<file path="src/rtl/spi_reg_pkg.sv">
// spi_reg_pkg: shared FSM states, command field positions and default status byte
package spi_reg_pkg;
    typedef enum logic [1:0] {IDLE, CMD, WDATA, RDATA} state_t;
    localparam int RW_BIT = 7;
    localparam logic [7:0] STATUS_DEFAULT = 8'hA5;
endpackage

</file>
<file path="src/rtl/spi_sync_edge.sv">
// spi_sync_edge: 2-flop synchroniser with rise/fall detect against a third flop
module spi_sync_edge (
    input  logic clk,
    input  logic rst,
    input  logic din,
    output logic q,
    output logic rise,
    output logic fall
);
    logic [2:0] s;
    // shift the asynchronous pin through sync stages and the edge register
    always_ff @(posedge clk) begin
        if (rst) s <= '0;
        else     s <= {s[1:0], din};
    end
    assign q    = s[1];
    assign rise = s[1] & ~s[2];
    assign fall = ~s[1] & s[2];
endmodule

</file>
<file path="src/rtl/spi_reg_responder.sv">
// spi_reg_responder: SPI mode-0 slave exposing a 16x8 register file with auto-increment
module spi_reg_responder
    import spi_reg_pkg::*;
#(
    parameter int ADDR_W = 4,
    parameter logic [7:0] STATUS_BYTE = STATUS_DEFAULT
) (
    input  logic                       clk,
    input  logic                       rst,
    input  logic                       sclk,
    input  logic                       cs_n,
    input  logic                       mosi,
    output logic                       miso,
    output logic                       miso_oe,
    output logic                       wr_valid,
    output logic [ADDR_W-1:0]          wr_addr,
    output logic [7:0]                 wr_data,
    output logic                       byte_done,
    output logic [8*(1<<ADDR_W)-1:0]   regs_flat
);
    localparam int NREG = 1 << ADDR_W;
    logic sclk_q, sclk_rise, sclk_fall;
    logic cs_q, cs_rise, cs_fall;
    logic mosi_q, mosi_rise, mosi_fall;
    logic unused_edges;
    state_t state;
    logic [2:0] bit_cnt;
    logic [6:0] rx_shift;
    logic [7:0] rx_byte;
    logic [7:0] tx_shift;
    logic [ADDR_W-1:0] addr;
    logic [7:0] regs [NREG];
    logic armed;
    spi_sync_edge u_sclk (.clk(clk), .rst(rst), .din(sclk), .q(sclk_q), .rise(sclk_rise), .fall(sclk_fall));
    spi_sync_edge u_cs   (.clk(clk), .rst(rst), .din(cs_n), .q(cs_q),   .rise(cs_rise),   .fall(cs_fall));
    spi_sync_edge u_mosi (.clk(clk), .rst(rst), .din(mosi), .q(mosi_q), .rise(mosi_rise), .fall(mosi_fall));
    assign unused_edges = ^{sclk_q, mosi_rise, mosi_fall};
    // completed byte as it would look after taking the current mosi bit
    always_comb rx_byte = {rx_shift, mosi_q};
    // frame FSM, bit counter, shifters and register file; cs_n rise always wins
    always_ff @(posedge clk) begin
        if (rst) begin
            state     <= IDLE;
            bit_cnt   <= '0;
            rx_shift  <= '0;
            tx_shift  <= '0;
            addr      <= '0;
            regs      <= '{default: '0};
            armed     <= 1'b0;
            wr_valid  <= 1'b0;
            wr_addr   <= '0;
            wr_data   <= '0;
            byte_done <= 1'b0;
        end else begin
            wr_valid  <= 1'b0;
            byte_done <= 1'b0;
            armed     <= armed | cs_rise;
            if (cs_rise) begin
                state   <= IDLE;
                bit_cnt <= '0;
            end else if (state == IDLE) begin
                if (cs_fall && armed) begin
                    state    <= CMD;
                    tx_shift <= STATUS_BYTE;
                    bit_cnt  <= '0;
                end
            end else if (sclk_rise) begin
                bit_cnt  <= bit_cnt + 3'd1;
                rx_shift <= rx_byte[6:0];
                if (bit_cnt == 3'd7) begin
                    byte_done <= 1'b1;
                    case (state)
                        CMD: begin
                            state    <= rx_byte[RW_BIT] ? RDATA : WDATA;
                            addr     <= rx_byte[RW_BIT] ? rx_byte[ADDR_W-1:0] + 1'b1 : rx_byte[ADDR_W-1:0];
                            if (rx_byte[RW_BIT]) tx_shift <= regs[rx_byte[ADDR_W-1:0]];
                        end
                        WDATA: begin
                            regs[addr] <= rx_byte;
                            wr_valid   <= 1'b1;
                            wr_addr    <= addr;
                            wr_data    <= rx_byte;
                            addr       <= addr + 1'b1;
                        end
                        default: begin
                            tx_shift <= regs[addr];
                            addr     <= addr + 1'b1;
                        end
                    endcase
                end
            end else if (sclk_fall && bit_cnt != 3'd0) begin
                tx_shift <= {tx_shift[6:0], 1'b0};
            end
        end
    end
    assign miso    = tx_shift[7];
    assign miso_oe = ~cs_q & armed;
    for (genvar i = 0; i < NREG; i++) begin : g_flat
        assign regs_flat[8*i +: 8] = regs[i];
    end
endmodule

</file>
<file path="config.mk">
export PLATFORM = sky130hd
export DESIGN_NAME = spi_reg_responder
export DESIGN_NICKNAME = d
export VERILOG_FILES = /design/src/rtl/spi_reg_pkg.sv /design/src/rtl/spi_sync_edge.sv /design/src/rtl/spi_reg_responder.sv
export SDC_FILE = /design/constraint.sdc
export NUM_CORES = 1
export LEC_CHECK = 0
export ABC_AREA = 1
export CAP_MARGIN = 20
export CORE_UTILIZATION = 35
export DETAILED_ROUTE_END_ITERATION = 8
export GPL_TIMING_DRIVEN = 0
export PLACE_DENSITY = 0.62
export SLEW_MARGIN = 10
export SYNTH_ARGS = -nofsm -noshare
export SYNTH_HDL_FRONTEND = slang
export SYNTH_SLANG_ARGS = --single-unit
</file>
<file path="constraint.sdc">
create_clock -name clk -period 2.2 [get_ports clk]
set_input_delay 0.55 -clock clk [delete_from_list [all_inputs] [get_ports clk]]
set_output_delay 0.55 -clock clk [all_outputs]
set_load 0.02 [all_outputs]
</file>
# After elaboration in Yosys (flattened, before gate mapping)
# Cells that the tools add are included.
[classes]
add_sub_neg = 3
order_cmp = 3
n_eq_ne = 7
mux = 29
bitwise = 16
n_reduce_logical = 18
[op_table]
columns = ["cell", "n"]
rows = [
  ["128-bit bitwise mux", 1],
  ["8-bit 2-to-1 mux", 11],
  ["8-bit binary-select mux with 4-bit select", 2],
  ["8-bit demux with 4-bit select", 1],
  ["8-bit case mux with 2 select lines", 1],
  ["5-bit greater-or-equal comparator, second input constant", 2],
  ["2-bit 2-to-1 mux", 5],
  ["4-bit inverter with 5-bit output", 2],
  ["3-bit 2-to-1 mux", 3],
  ["4-bit by 1-bit adder with 4-bit output, second input constant", 2],
  ["4-bit 2-to-1 mux", 2],
  ["1-bit inverter", 8],
  ["4-bit AND reduction", 2],
  ["6-bit AND reduction", 1],
  ["2-bit nonzero test", 3],
  ["3-bit nonzero test", 2],
  ["1-bit bitwise AND", 5],
  ["5-bit by 1-bit less-than comparator with 1-bit output, second input constant", 1],
  ["5-bit AND reduction", 1],
  ["5-bit OR reduction", 1],
  ["4-bit inequality test, second input constant", 1],
  ["4-bit OR reduction", 1],
  ["3-bit by 1-bit adder with 3-bit output, second input constant", 1],
  ["3-bit == test, second input constant", 1],
  ["other kinds (12)", 16],
]
[totals]
regBits = 175
in_bits = 5
out_inout_bits = 144
word_cells = 105

# Depth between registers and ports, before layout
[logic_depth]
word_depth = 9
ltp_mapped = 12

# Cells and area by module
# Synthesis repeated with hierarchy kept, for this count alone.
[hier_totals]
hier_cells = 1311
hier_area_um2 = 8936.1
[by_module_without_submodules]
columns = ["module", "instances", "cells_per_inst", "area_each_um2"]
rows = [
  ["spi_reg_responder", 1, 1275, 8654.6],
  ["spi_sync_edge", 3, 12, 93.8],
]

# Worst setup path before layout
# No wires, ideal clock.
[synth_timing]
kind = "flip-flop to flip-flop"
startpoint = "reg addr[0]"
endpoint = "reg regs (netlist bit regs_flat[23])"
arrival_time_ps = 1743
setup_slack_ps = 338
stages_incl_launch_ff = 11
n_path_buf = 3
period_less_slack_ps = 1862
path_cell_list = "dfxtp_1 -> clkbuf_1 -> inv_2 -> clkbuf_1 -> ha_1 -> inv_1 -> nor2_8 -> nand2_2 -> buf_2 -> o21ai_1 -> a21oi_1"
[synth_between]
elab_chain_cells = 6
elab_cells_between_ends = 7
classes_between = "order compare: 2; mux: 3; bitwise: 1; reduce/logical: 1"
[synth_lines]
columns = ["item", "line", "text"]
rows = [
  ["from (decl)", "spi_reg_responder.sv:31", "logic [ADDR_W-1:0] addr;"],
  ["from (signal assigned)", "spi_reg_responder.sv:75", "addr <= rx_byte[RW_BIT] ? rx_byte[ADDR_W-1:0] + 1'b1 : rx_byte[ADDR_W-1:0];"],
  ["from (signal assigned)", "spi_reg_responder.sv:83", "addr <= addr + 1'b1;"],
  ["from (signal assigned)", "spi_reg_responder.sv:87", "addr <= addr + 1'b1;"],
  ["4-bit inverter with 5-bit output (implied by the code) (*)", "spi_reg_responder.sv:79", "regs[addr] <= rx_byte;"],
  ["5-bit greater-or-equal comparator (implied by the code) or 5-bit by 1-bit less-than comparator with 1-bit output (tied branches)", "spi_reg_responder.sv:79", ""],
  ["1-bit logical AND (implied by the code)", "spi_reg_responder.sv:79", ""],
  ["8-bit 2-to-1 mux (implied by the code)", "spi_reg_responder.sv:79", ""],
  ["8-bit demux with 4-bit select (*)", "spi_reg_responder.sv:79", ""],
  ["128-bit bitwise mux (*)", "spi_reg_responder.sv:79", ""],
  ["to (signal, indexed assignment)", "spi_reg_responder.sv:79", ""],
  ["to (decl)", "spi_reg_responder.sv:32", "logic [7:0] regs [NREG];"],
]
# Every way passes the cells marked *; elsewhere a longest branch is shown, timed or not.
# A chain may end at the register's enable or synchronous reset.

==> impl_metrics.env <==
export IMPL_status="completed"
export IMPL_worstHoldPathType="register to register"
export IMPL_wl_um=38700
export IMPL_dr_total_vias=10193
export IMPL_syn_to_final_growth_pct=31.7
export IMPL_peakVddDrop_mv=0.504
export IMPL_via_per_inst=5.52
export IMPL_crit_chain="clkbuf_1 -> clkinvlp_4 -> clkbuf_1 -> o21ai_0 -> a21oi_1"
export IMPL_ant_nets=0
export IMPL_crit_slowest_cell="clkinvlp_4"
export IMPL_start_util_pct=35.6
export IMPL_core_area_um2=25100
export IMPL_critPathMostFrequentCell="clkbuf_1"
export IMPL_reg2reg_to="tx_shift[2]$_SDFFE_PP0P_"
export IMPL_htreeDepth=4
export IMPL_skew_ns=0.0182
export IMPL_start_kind="input pin"
export IMPL_drv_cap=0
export IMPL_cts_max_path_buffers=2
export IMPL_hold_viol_final=0
export IMPL_p_total_uw=6680
export IMPL_ys_seq_area_share_pct=39.1
export IMPL_avgSynthCellArea_um2=6.77
export IMPL_grt_max_degree=19
export IMPL_antenna_found_initial=0
export IMPL_fin_area_um2=11800
export IMPL_postLayoutCoreUtil_pct=46.9
export IMPL_synth_top_flop_cell="dfxtp_1"
export IMPL_power_density_nw_per_um2=567
export IMPL_antennaDiodeCount=0
export IMPL_dieArea_um2=26200
export IMPL_numCtsBuffers=17
export IMPL_cts_hold_buffers=0
export IMPL_timing_rr_start="rx_shift[0]$_SDFFE_PP0P_"
export IMPL_placementRows=58
export IMPL_dpl_hpwl_um=28600
export IMPL_fmax_mhz=464
export IMPL_cts_tree="yes"
export IMPL_drcViolationCount=0
export IMPL_clk_pin_slew_ns=0.06
export IMPL_cpPeakStageDelay_ns=0.65
export IMPL_tightestPinTransition_ns=0.764
export IMPL_r2r_worst_path_cells=9
export IMPL_grt_pass1_vias=9312
export IMPL_overflow=0
export IMPL_crit_arrival_ns=2.44
export IMPL_ys_warn_count=0
export IMPL_async_flop_share_pct=0
export IMPL_endpoint_kind="register"
export IMPL_fp_dieH_um=162
export IMPL_fin_crit_sh_pct=97.9
export IMPL_drive_above_1_share_pct=9.23
export IMPL_maxSlewViolCount=0
export IMPL_place_area_um2=10800
export IMPL_slew_headroom_pct=49.0
export IMPL_clock_latency_ns=0.45
export IMPL_p_leak_uw=0.00465
export IMPL_synth_edf_count=0
export IMPL_whs_path_depth=2
export IMPL_hp_start="u_mosi.s[0]$_SDFF_PP0_"
export IMPL_die_w_um=162
export IMPL_grt_pass1_wl_um=57000
export IMPL_crit_required_ns=2.49
export IMPL_io_buffers=147
export IMPL_fin_hold_ws_ns=0.397
export IMPL_gp_congestion=0.977
export IMPL_syn_nets=1336
export IMPL_netlist_area_um2=8950
export IMPL_synth_distinct_cells=32
export IMPL_cts_num_sinks=175
export IMPL_ff2ff_setup_slack_ns=0.08
export IMPL_routedWlPerCell_um=21.0
export IMPL_setup_violations=0
export IMPL_drt_iter0_markers=1059
export IMPL_syn_inst=1323
export IMPL_pin_count=149
export IMPL_firstDrtPassIters=7
export IMPL_crit_fanout=18
export IMPL_criticalPathCategory="input pin to register"
export IMPL_fillCellCount=2610
export IMPL_nets=1517
export IMPL_layout_min_cycle_time_ns=2.15
export IMPL_cts_root_buf="clkbuf_16"
export IMPL_min_to="u_mosi.s[1]$_SDFF_PP0_"
export IMPL_synth_seq_cells=175
export IMPL_grt_usage_pct=29.2
-- kinds of logic after synthesis --
| kind of cell | count (synthesis) | share of synthesized area (%) |
|---|---|---|
| AO/OA/AOI/OAI | 475 | 27.4 |
| AND/OR/NAND/NOR | 403 | 20.4 |
| buffers and inverters | 262 | 12.0 |
| flip-flops | 175 | 39.1 |
| adder cells (fa/ha/maj) | 8 | 1.12 |
-- sequential cells by signal, summed over array words and instances, names as in the netlist --
register,flops
u_sclk.s,3
state,2
wr_addr,4
u_cs.s,3
rx_shift,7
u_mosi.s,2
regs_flat,128
wr_data,8
addr,4
byte_done,1
wr_valid,1
bit_cnt,3
armed,1
tx_shift,8
-- repair_timing --
item | in CTS | in global routing
setup endpoints to repair | 146 | 127
gates cloned | 0 | 2
setup buffers | 3 | 13
hold endpoints to repair | 0 | 0
gates resized for setup | 35 | 77
pin swaps | 3 | 9
-- per-stage QoR --
step | TNS, ns | cells | worst slack (ns)
6_report | 0 | 1846 | 0.0456
5_1_grt | -0.0243 | 1846 | -0.0169
4_1_cts | 0 | 1833 | 0.00280
3_5_place_dp | -45.39 | 1800 | -0.720
3_3_place_gp | -46.01 | 1800 | -0.777
2_1_floorplan | 0 | 1323 | 0.338
-- area by class of cell --
| class | count | area [um^2] | area share, % |
|---|---|---|---|
| buffer | 101 | 568 | 4.82 |
| multi-input combinational | 886 | 4460 | 37.9 |
| tap | 330 | 413 | 3.50 |
| clock inverter | 8 | 131 | 1.11 |
| sequential | 175 | 3510 | 29.8 |
| timing repair buffer | 165 | 1620 | 13.8 |
| inverter | 158 | 603 | 5.12 |
| clock buffer | 23 | 478 | 4.06 |
-- where the power goes --
group / internal [uW] / total [uW] / switching [uW] / leakage, uW
registers: 3170 / 3180 / 5.20 / 0.00141
logic: 76.4 / 263 / 187 / 0.00295
clock network: 1880 / 3240 / 1360 / 0.000290
-- Yosys cell counts, types with 3 or more instances --
cell type | n | area share (%)
a211oi_1 | 3 | 0.25
a21oi_1 | 226 | 13
a31oi_1 | 3 | 0.21
buf_1 | 11 | 0.46
buf_2 | 7 | 0.39
buf_4 | 3 | 0.25
buf_6 | 9 | 1.1
clkbuf_1 | 74 | 3.1
dfxtp_1 | 175 | 39
ha_1 | 8 | 1.1
inv_1 | 154 | 6.5
inv_2 | 3 | 0.13
nand2_1 | 202 | 8.5
nand2_2 | 15 | 1.0
nand3_1 | 132 | 7.4
nor2_1 | 38 | 1.6
nor2_4 | 4 | 0.50
nor2_8 | 3 | 0.67
nor3_1 | 5 | 0.28
o211ai_1 | 19 | 1.6
o21ai_0 | 203 | 11
o21ai_1 | 16 | 0.89
-- routing by layer --
| layer | track usage (%) | wire length, um | vias up | part of all wire (%) |
|---|---|---|---|---|
| li1 | - | - | 4783 | - |
| met1 | 38.8 | 16100 | 4746 | 42 |
| met2 | 46.7 | 17800 | 568 | 46 |
| met3 | 4.83 | 3380 | 96 | 8.7 |
| met4 | 12.6 | 1420 | 0 | 3.7 |
| met5 | 0 | 0 | - | 0 |
-- layout by cell type (no fill, tap or decap), types with 4 or more instances in the layout --
cell type and n:
a21oi_1 225, buf_1 5, buf_2 9, buf_4 21
buf_6 13, clkbuf_1 41, clkbuf_16 18, clkbuf_2 26
clkbuf_4 5, clkdlybuf4s50_1 147, clkinvlp_4 4, dfxtp_1 173
ha_1 8, inv_1 153, nand2_1 201, nand2_4 16
nand3_1 132, nor2_1 36, nor2_4 4, nor3_1 5
o211ai_1 19, o21ai_0 199, o21ai_1 20
-- worst max-delay path, delay by kind of cell --
kind / cells / cell delay, ns
buffers and inverters: 3 / 1.63
AO/OA/AOI/OAI: 2 / 0.25
-- how the worst max path moves through the flow --
stage	end	cells after the start	slack, ns	from
final	rx_shift[0]$_SDFFE_PP0P_	5	0.05	rst
after detailed placement	regs_flat[64]$_SDFFE_PP0P_	6	-0.72	u_mosi.s[1]$_SDFF_PP0_
after floorplan	regs_flat[23]$_SDFFE_PP0P_	10	0.34	addr[0]$_SDFFE_PP0P_
after global placement	regs_flat[64]$_SDFFE_PP0P_	6	-0.78	u_mosi.s[1]$_SDFF_PP0_
after CTS	tx_shift[3]$_SDFFE_PP0P_	9	0.003	rx_shift[0]$_SDFFE_PP0P_
after global routing	regs_flat[94]$_SDFFE_PP0P_	12	-0.02	u_sclk.s[1]$_SDFF_PP0_
Note: power is estimated with default switching activity, not from simulation.
